**config.mk**
```make
export PLATFORM = sky130hd
export DESIGN_NAME = slot_reels
export DESIGN_NICKNAME = d
export VERILOG_FILES = /design/src/rtl/slot_reels.sv
export SDC_FILE = /design/constraint.sdc
export NUM_CORES = 1
export LEC_CHECK = 0
export CORE_MARGIN = 8
export CORE_UTILIZATION = 53
export DETAILED_ROUTE_END_ITERATION = 10
export MAX_ROUTING_LAYER = met4
export PLACE_DENSITY = 0.78
export SYNTH_ARGS = -nofsm -noshare
export SYNTH_HDL_FRONTEND = slang
export SYNTH_SLANG_ARGS = --single-unit
export TNS_END_PERCENT = 30
```
**constraint.sdc**
```tcl
create_clock -name clk -period 2 [get_ports clk]
set_input_delay 0.4 -clock clk [delete_from_list [all_inputs] [get_ports clk]]
set_output_delay 0.4 -clock clk [all_outputs]
set_load 0.005 [all_outputs]
```
**src/rtl/slot_reels.sv**
```systemverilog
// slot_reels : three-reel symbol generator for the slot-machine game.
//   A lever pulse spins all reels fast, then they decelerate and stop in
//   order (reel 1 first, reel 3 last), followed by a one-cycle done pulse.
//   Per-spin random offsets come from a free-running 16-bit LFSR.
// Ports:
//   clk        system clock
//   reset      synchronous active-high reset
//   start      lever pulse, sampled only in IDLE
//   force_win  (only with SLOT_REELS_FORCE_WIN_EN) latched on start; forces
//              reels 2 and 3 to stop on reel 1's symbol
//   c1..c3     reel symbols
//   busy       high in every state except IDLE
//   slowing    high in SLOW1/SLOW2/SLOW3
//   done       one-cycle pulse when reel 3 stops
// Optional feature macro: SLOT_REELS_FORCE_WIN_EN
module slot_reels #(
   parameter int NUM_SYM    = 6,
   parameter int SYM_W      = 3,
   parameter int FAST_DIV   = 2,
   parameter int SLOW_DIV   = 8,
   parameter int SPIN_STEPS = 12,
   parameter int SLOW_STEPS = 3
) (
   input  logic             clk,
   input  logic             reset,
   input  logic             start,
`ifdef SLOT_REELS_FORCE_WIN_EN
   input  logic             force_win,
`endif
   output logic [SYM_W-1:0] c1,
   output logic [SYM_W-1:0] c2,
   output logic [SYM_W-1:0] c3,
   output logic             busy,
   output logic             slowing,
   output logic             done
);

   localparam int CW = 8;

   typedef enum logic [2:0] {IDLE, FAST, SLOW1, SLOW2, SLOW3, DONE} state_t;

   state_t           state, state_nx;
   logic [CW-1:0]    div, div_nx, cnt, cnt_nx, div_lim;
   logic [15:0]      lfsr;
   logic [SYM_W-1:0] r1, r2, r3;
   logic [SYM_W-1:0] c1_nx, c2_nx, c3_nx;
   logic             fw_q;
   logic             stepping, step;

   function automatic logic [SYM_W-1:0] inc(input logic [SYM_W-1:0] s);
      return (32'(s) == NUM_SYM - 1) ? '0 : s + 1'b1;
   endfunction

   // Fold a 3-bit LFSR slice into 0..NUM_SYM-1 with a single subtract.
   function automatic logic [SYM_W-1:0] red(input logic [2:0] v);
      return (32'(v) >= NUM_SYM) ? SYM_W'(32'(v) - NUM_SYM) : SYM_W'(v);
   endfunction

   always_comb begin
      stepping = (state == FAST) || (state == SLOW1) ||
                 (state == SLOW2) || (state == SLOW3);
      div_lim  = (state == FAST) ? CW'(FAST_DIV - 1) : CW'(SLOW_DIV - 1);
      step     = stepping && (div == div_lim);
      state_nx = state;
      div_nx   = stepping ? (step ? '0 : div + 1'b1) : '0;
      cnt_nx   = step ? cnt + 1'b1 : cnt;
      c1_nx    = c1;
      c2_nx    = c2;
      c3_nx    = c3;
      case (state)
         IDLE: begin
            if (start) begin
               state_nx = FAST;
               cnt_nx   = '0;
            end
         end
         FAST: begin
            if (step) begin
               c1_nx = inc(c1);
               c2_nx = inc(c2);
               c3_nx = inc(c3);
               if (cnt == CW'(SPIN_STEPS - 1)) begin
                  state_nx = SLOW1;
                  cnt_nx   = '0;
               end
            end
         end
         SLOW1: begin
            if (step) begin
               c1_nx = inc(c1);
               c2_nx = inc(c2);
               c3_nx = inc(c3);
               if (cnt == CW'(SLOW_STEPS - 1) + CW'(r1)) begin
                  state_nx = SLOW2;
                  cnt_nx   = '0;
               end
            end
         end
         SLOW2: begin
            // Past the base count, a forced win keeps stepping until the
            // reel lands on reel 1's symbol.
            if (step) begin
               c2_nx = inc(c2);
               c3_nx = inc(c3);
               if ((cnt >= CW'(SLOW_STEPS - 1) + CW'(r2)) &&
                   (!fw_q || inc(c2) == c1)) begin
                  state_nx = SLOW3;
                  cnt_nx   = '0;
               end
            end
         end
         SLOW3: begin
            if (step) begin
               c3_nx = inc(c3);
               if ((cnt >= CW'(SLOW_STEPS - 1) + CW'(r3)) &&
                   (!fw_q || inc(c3) == c1)) begin
                  state_nx = DONE;
                  cnt_nx   = '0;
               end
            end
         end
         DONE:    state_nx = IDLE;
         default: state_nx = IDLE;
      endcase
   end

   always_ff @(posedge clk) begin
      if (reset) begin
         state <= IDLE;
         div   <= '0;
         cnt   <= '0;
         c1    <= '0;
         c2    <= '0;
         c3    <= '0;
         r1    <= '0;
         r2    <= '0;
         r3    <= '0;
         lfsr  <= 16'hACE1;
      end else begin
         state <= state_nx;
         div   <= div_nx;
         cnt   <= cnt_nx;
         c1    <= c1_nx;
         c2    <= c2_nx;
         c3    <= c3_nx;
         // Taps 16,14,13,11; feedback enters bit 0.
         lfsr  <= {lfsr[14:0], lfsr[15] ^ lfsr[13] ^ lfsr[12] ^ lfsr[10]};
         if (state == IDLE && start) begin
            r1 <= red(lfsr[2:0]);
            r2 <= red(lfsr[6:4]);
            r3 <= red(lfsr[10:8]);
         end
      end
   end

`ifdef SLOT_REELS_FORCE_WIN_EN
   always_ff @(posedge clk) begin
      if (reset)                        fw_q <= 1'b0;
      else if (state == IDLE && start)  fw_q <= force_win;
   end
`else
   assign fw_q = 1'b0;
`endif

   assign busy    = (state != IDLE);
   assign slowing = (state == SLOW1) || (state == SLOW2) || (state == SLOW3);
   assign done    = (state == DONE);

endmodule

```
==> results.json <==
{
  "maxCapViolCount": 0,
  "leakage_nw": 1.16,
  "setup_viol": 0,
  "drive_gt1_frac": 0.207,
  "postRouteAntennaNets": 0,
  "utilization": 0.644,
  "slew_headroom": 0.645,
  "fmax_mhz": 501,
  "ys_seq_area_frac": 0.429,
  "ys_seq_elements": 53,
  "slowest_stage": "or4b_1",
  "synth_top_family_by_area": "simple AND/OR/NAND/NOR gates",
  "synth_nets": 288,
  "synth_area_per_cell_sq_um": 9.10,
  "worst_clock_skew_ps": 9.50,
  "p_comb_frac": 0.337,
  "dieHeight_um": 84.3,
  "drcViolationCount": 0,
  "pwr-share-seq": 0.438,
  "synth-adder-area-share": 0.0657,
  "die_area_sq_um": 7110,
  "mostFrequentLayoutCell": "dfxtp_1",
  "cts_inserted_buffers": 5,
  "initial_utilization": 0.538,
  "cts_tree": "yes",
  "routed_wl_um": 4950,
  "ctsHtreeMaxLevel": 2,
  "rsz0062_at_grt": "true",
  "cts.clk_slew.worst_paths_ps": 100,
  "clock_path_buffers": 2,
  "design_area_sq_um": 2960,
  "min_period_ps": 2000,
  "overflow": 0,
  "p_sw_uw": 912,
  "start_kind": "flip-flop",
  "fin_nets": 320,
  "path_class": "flip-flop to flip-flop",
  "synth_compound_area_frac": 0.0930,
  "ys_warn_count": 0,
  "layout_common_cells": "dfxtp_1, nor2_1, buf_4",
  "crit_arrival_ps": 2250,
  "crit_required_ps": 2260,
  "grt_pass1_wl_um": 8220,
  "num_antenna_cells": 0,
  "timing.hold.ws_ps": 416,
  "clock_sinks": 53,
  "area_delta_synth_final_pct": 19.7,
  "synth_cell_types": 44,
  "gp_congestion": 0.864,
  "synth_mux_area_frac": 0.0162,
  "yosys.area_share.simple": 0.271,
  "rows": 25,
  "grtUsageTotal": 0.142,
  "endpoint_kind": "flip-flop",
  "critPathMaxFanout": 7,
  "p_int_mw": 1.81,
  "die-width_um": 84.3,
  "grt_pass1_vias": 1879,
  "cellPowerDensity_nw_per_um2": 921,
  "hold_viol_final": 0,
  "synth_xor_area_frac": 0.0779,
  "firstDrtPassIters": 4,
  "ys.flop_type": "dfxtp_1",
  "power_frac_clock": 0.224,
  "wl_per_cell_um": 13.8,
  "drt-initial-drc-count": 144,
  "critPathMaxStageDelay_ps": 520,
  "worstPathCellList": "or4b_1 -> a21o_1 -> a21oi_4 -> buf_6 -> nand2_2 -> or3_1 -> a21oi_2",
  "io_pins": 15,
  "status": "finished clean",
  "synthCells": 272,
  "min_period_over_period": 0.998,
  "postPlaceCellArea_sq_um": 2750,
  "synth_area_sq_um": 2470,
  "synth_edf_count": 0,
  "numPortBuffers": 14,
  "clockRootBuffer": "clkbuf_8",
  "viasPerCell": 5.45,
  "synth-async-reset-ratio": 0,
  "clock_latency_ps": 310,
  "hp-class": "flip-flop to flip-flop",
  "irDropWorstVdd_v": 0.000484,
  "vias": 1957,
  "swShare": 0.335,
  "core-area_sq_um": 4600,
  "maxSlewViolCount": 0,
  "grt_max_degree": 34,
  "antenna_found_initial": 0,
  "place_hpwl_um": 3400,
  "worst_pin_slew_ps": 528
}
[layout make-up]
| type | count | area, sq um |
|---|---|---|
| Sequential cell | 53 | 1070 |
| Clock inverter | 3 | 21.3 |
| Inverter | 7 | 26.3 |
| Multi-Input combinational cell | 199 | 1370 |
| Timing Repair Buffer | 38 | 342 |
| Tap cell | 54 | 67.6 |
| Clock buffer | 5 | 68.8 |
| Fill cell | 372 | 1640 |
[flip-flops by register name (all words and copies together) (netlist names)]
| register | count |
|---|---|
| c1 | 3 |
| c2 | 3 |
| c3 | 3 |
| cnt | 8 |
| div | 8 |
| lfsr | 16 |
| r1 | 3 |
| r2 | 3 |
| r3 | 3 |
| state | 3 |
[Yosys cell counts (all sizes together), types with 4 or more instances]
cell type	instances	area (sq um)
dfxtp	53	1060
nor2	26	97.6
a21oi	21	109
nand2	20	77.6
xor2	15	131
ha	13	163
clkbuf	10	57.6
nor3	10	50.1
nor2b	9	56.3
o21ai	8	40.0
inv	7	26.3
nand2b	7	43.8
nand3	7	35.0
nand4	7	43.8
or2	7	43.8
xnor2	7	61.3
nor3b	6	45.0
mux2i	4	40.0
or3	4	25.0
[layer usage]
metal / part of all wire / vias up / track usage
met2: 0.46 / 37 / 0.221
met1: 0.46 / 904 / 0.168
met5: 0 / - / -
met4: 0.024 / 0 / 0.0617
met3: 0.050 / 11 / 0.0378
li1: - / 1005 / -
[path summary, 6_finish.rpt]
check / from / to / slack [ps] / cells past startpoint
max: state[2] / c3[1] / 4 / 7
min: lfsr[14] / lfsr[15] / 420 / 1
max reg2reg: state[2] / c3[1] / 4 / 7
min reg2reg: lfsr[14] / lfsr[15] / 420 / 1
[metrics by stage]
stage	power, mW	setup TNS, ps	instances	setup WS (ps)
6_report	2.73	0	359	3.96
5_1_grt	2.90	-484	359	-73.0
4_1_cts	2.66	0	356	9.35
3_5_place_dp	2.02	-10.4	346	-10.4
3_3_place_gp	2.00	0	346	45.4
2_1_floorplan	1.75	0	272	53.4
[timing repair]
action | in CTS | in global routing
setup endpoints to repair | 3 | 16
gates resized for setup | 7 | 20
hold endpoints to repair | 0 | 0
pin swaps | 2 | 8
buffers inserted | 2 | 3
hold buffers | 0 | 0
[logic make-up after synthesis]
group | after synthesis
buf+inv | 20
simple gates | 121
xor+xnor | 22
mux | 4
flops | 53
compound gates | 39
fa+ha+maj | 13
[power groups by stage]
stage / clock [mW] / combinational [mW] / sequential (mW)
floorplan: 0 / 0.544 / 1.20
global route: 0.668 / 1.03 / 1.20
CTS: 0.623 / 0.841 / 1.19
detailed placement: 0 / 0.802 / 1.22
finish: 0.612 / 0.920 / 1.19
global placement: 0 / 0.788 / 1.21
[worst max-delay path, delay by kind of cell, from the launching register on]
kind	cells	cell delay (ps)
AOI/OAI and AO/OA	3	550
DFF	1	340
and+or+nand+nor	3	900
buffers and inverters	1	150
No activity file was read; power rests on OpenSTA's default activity.
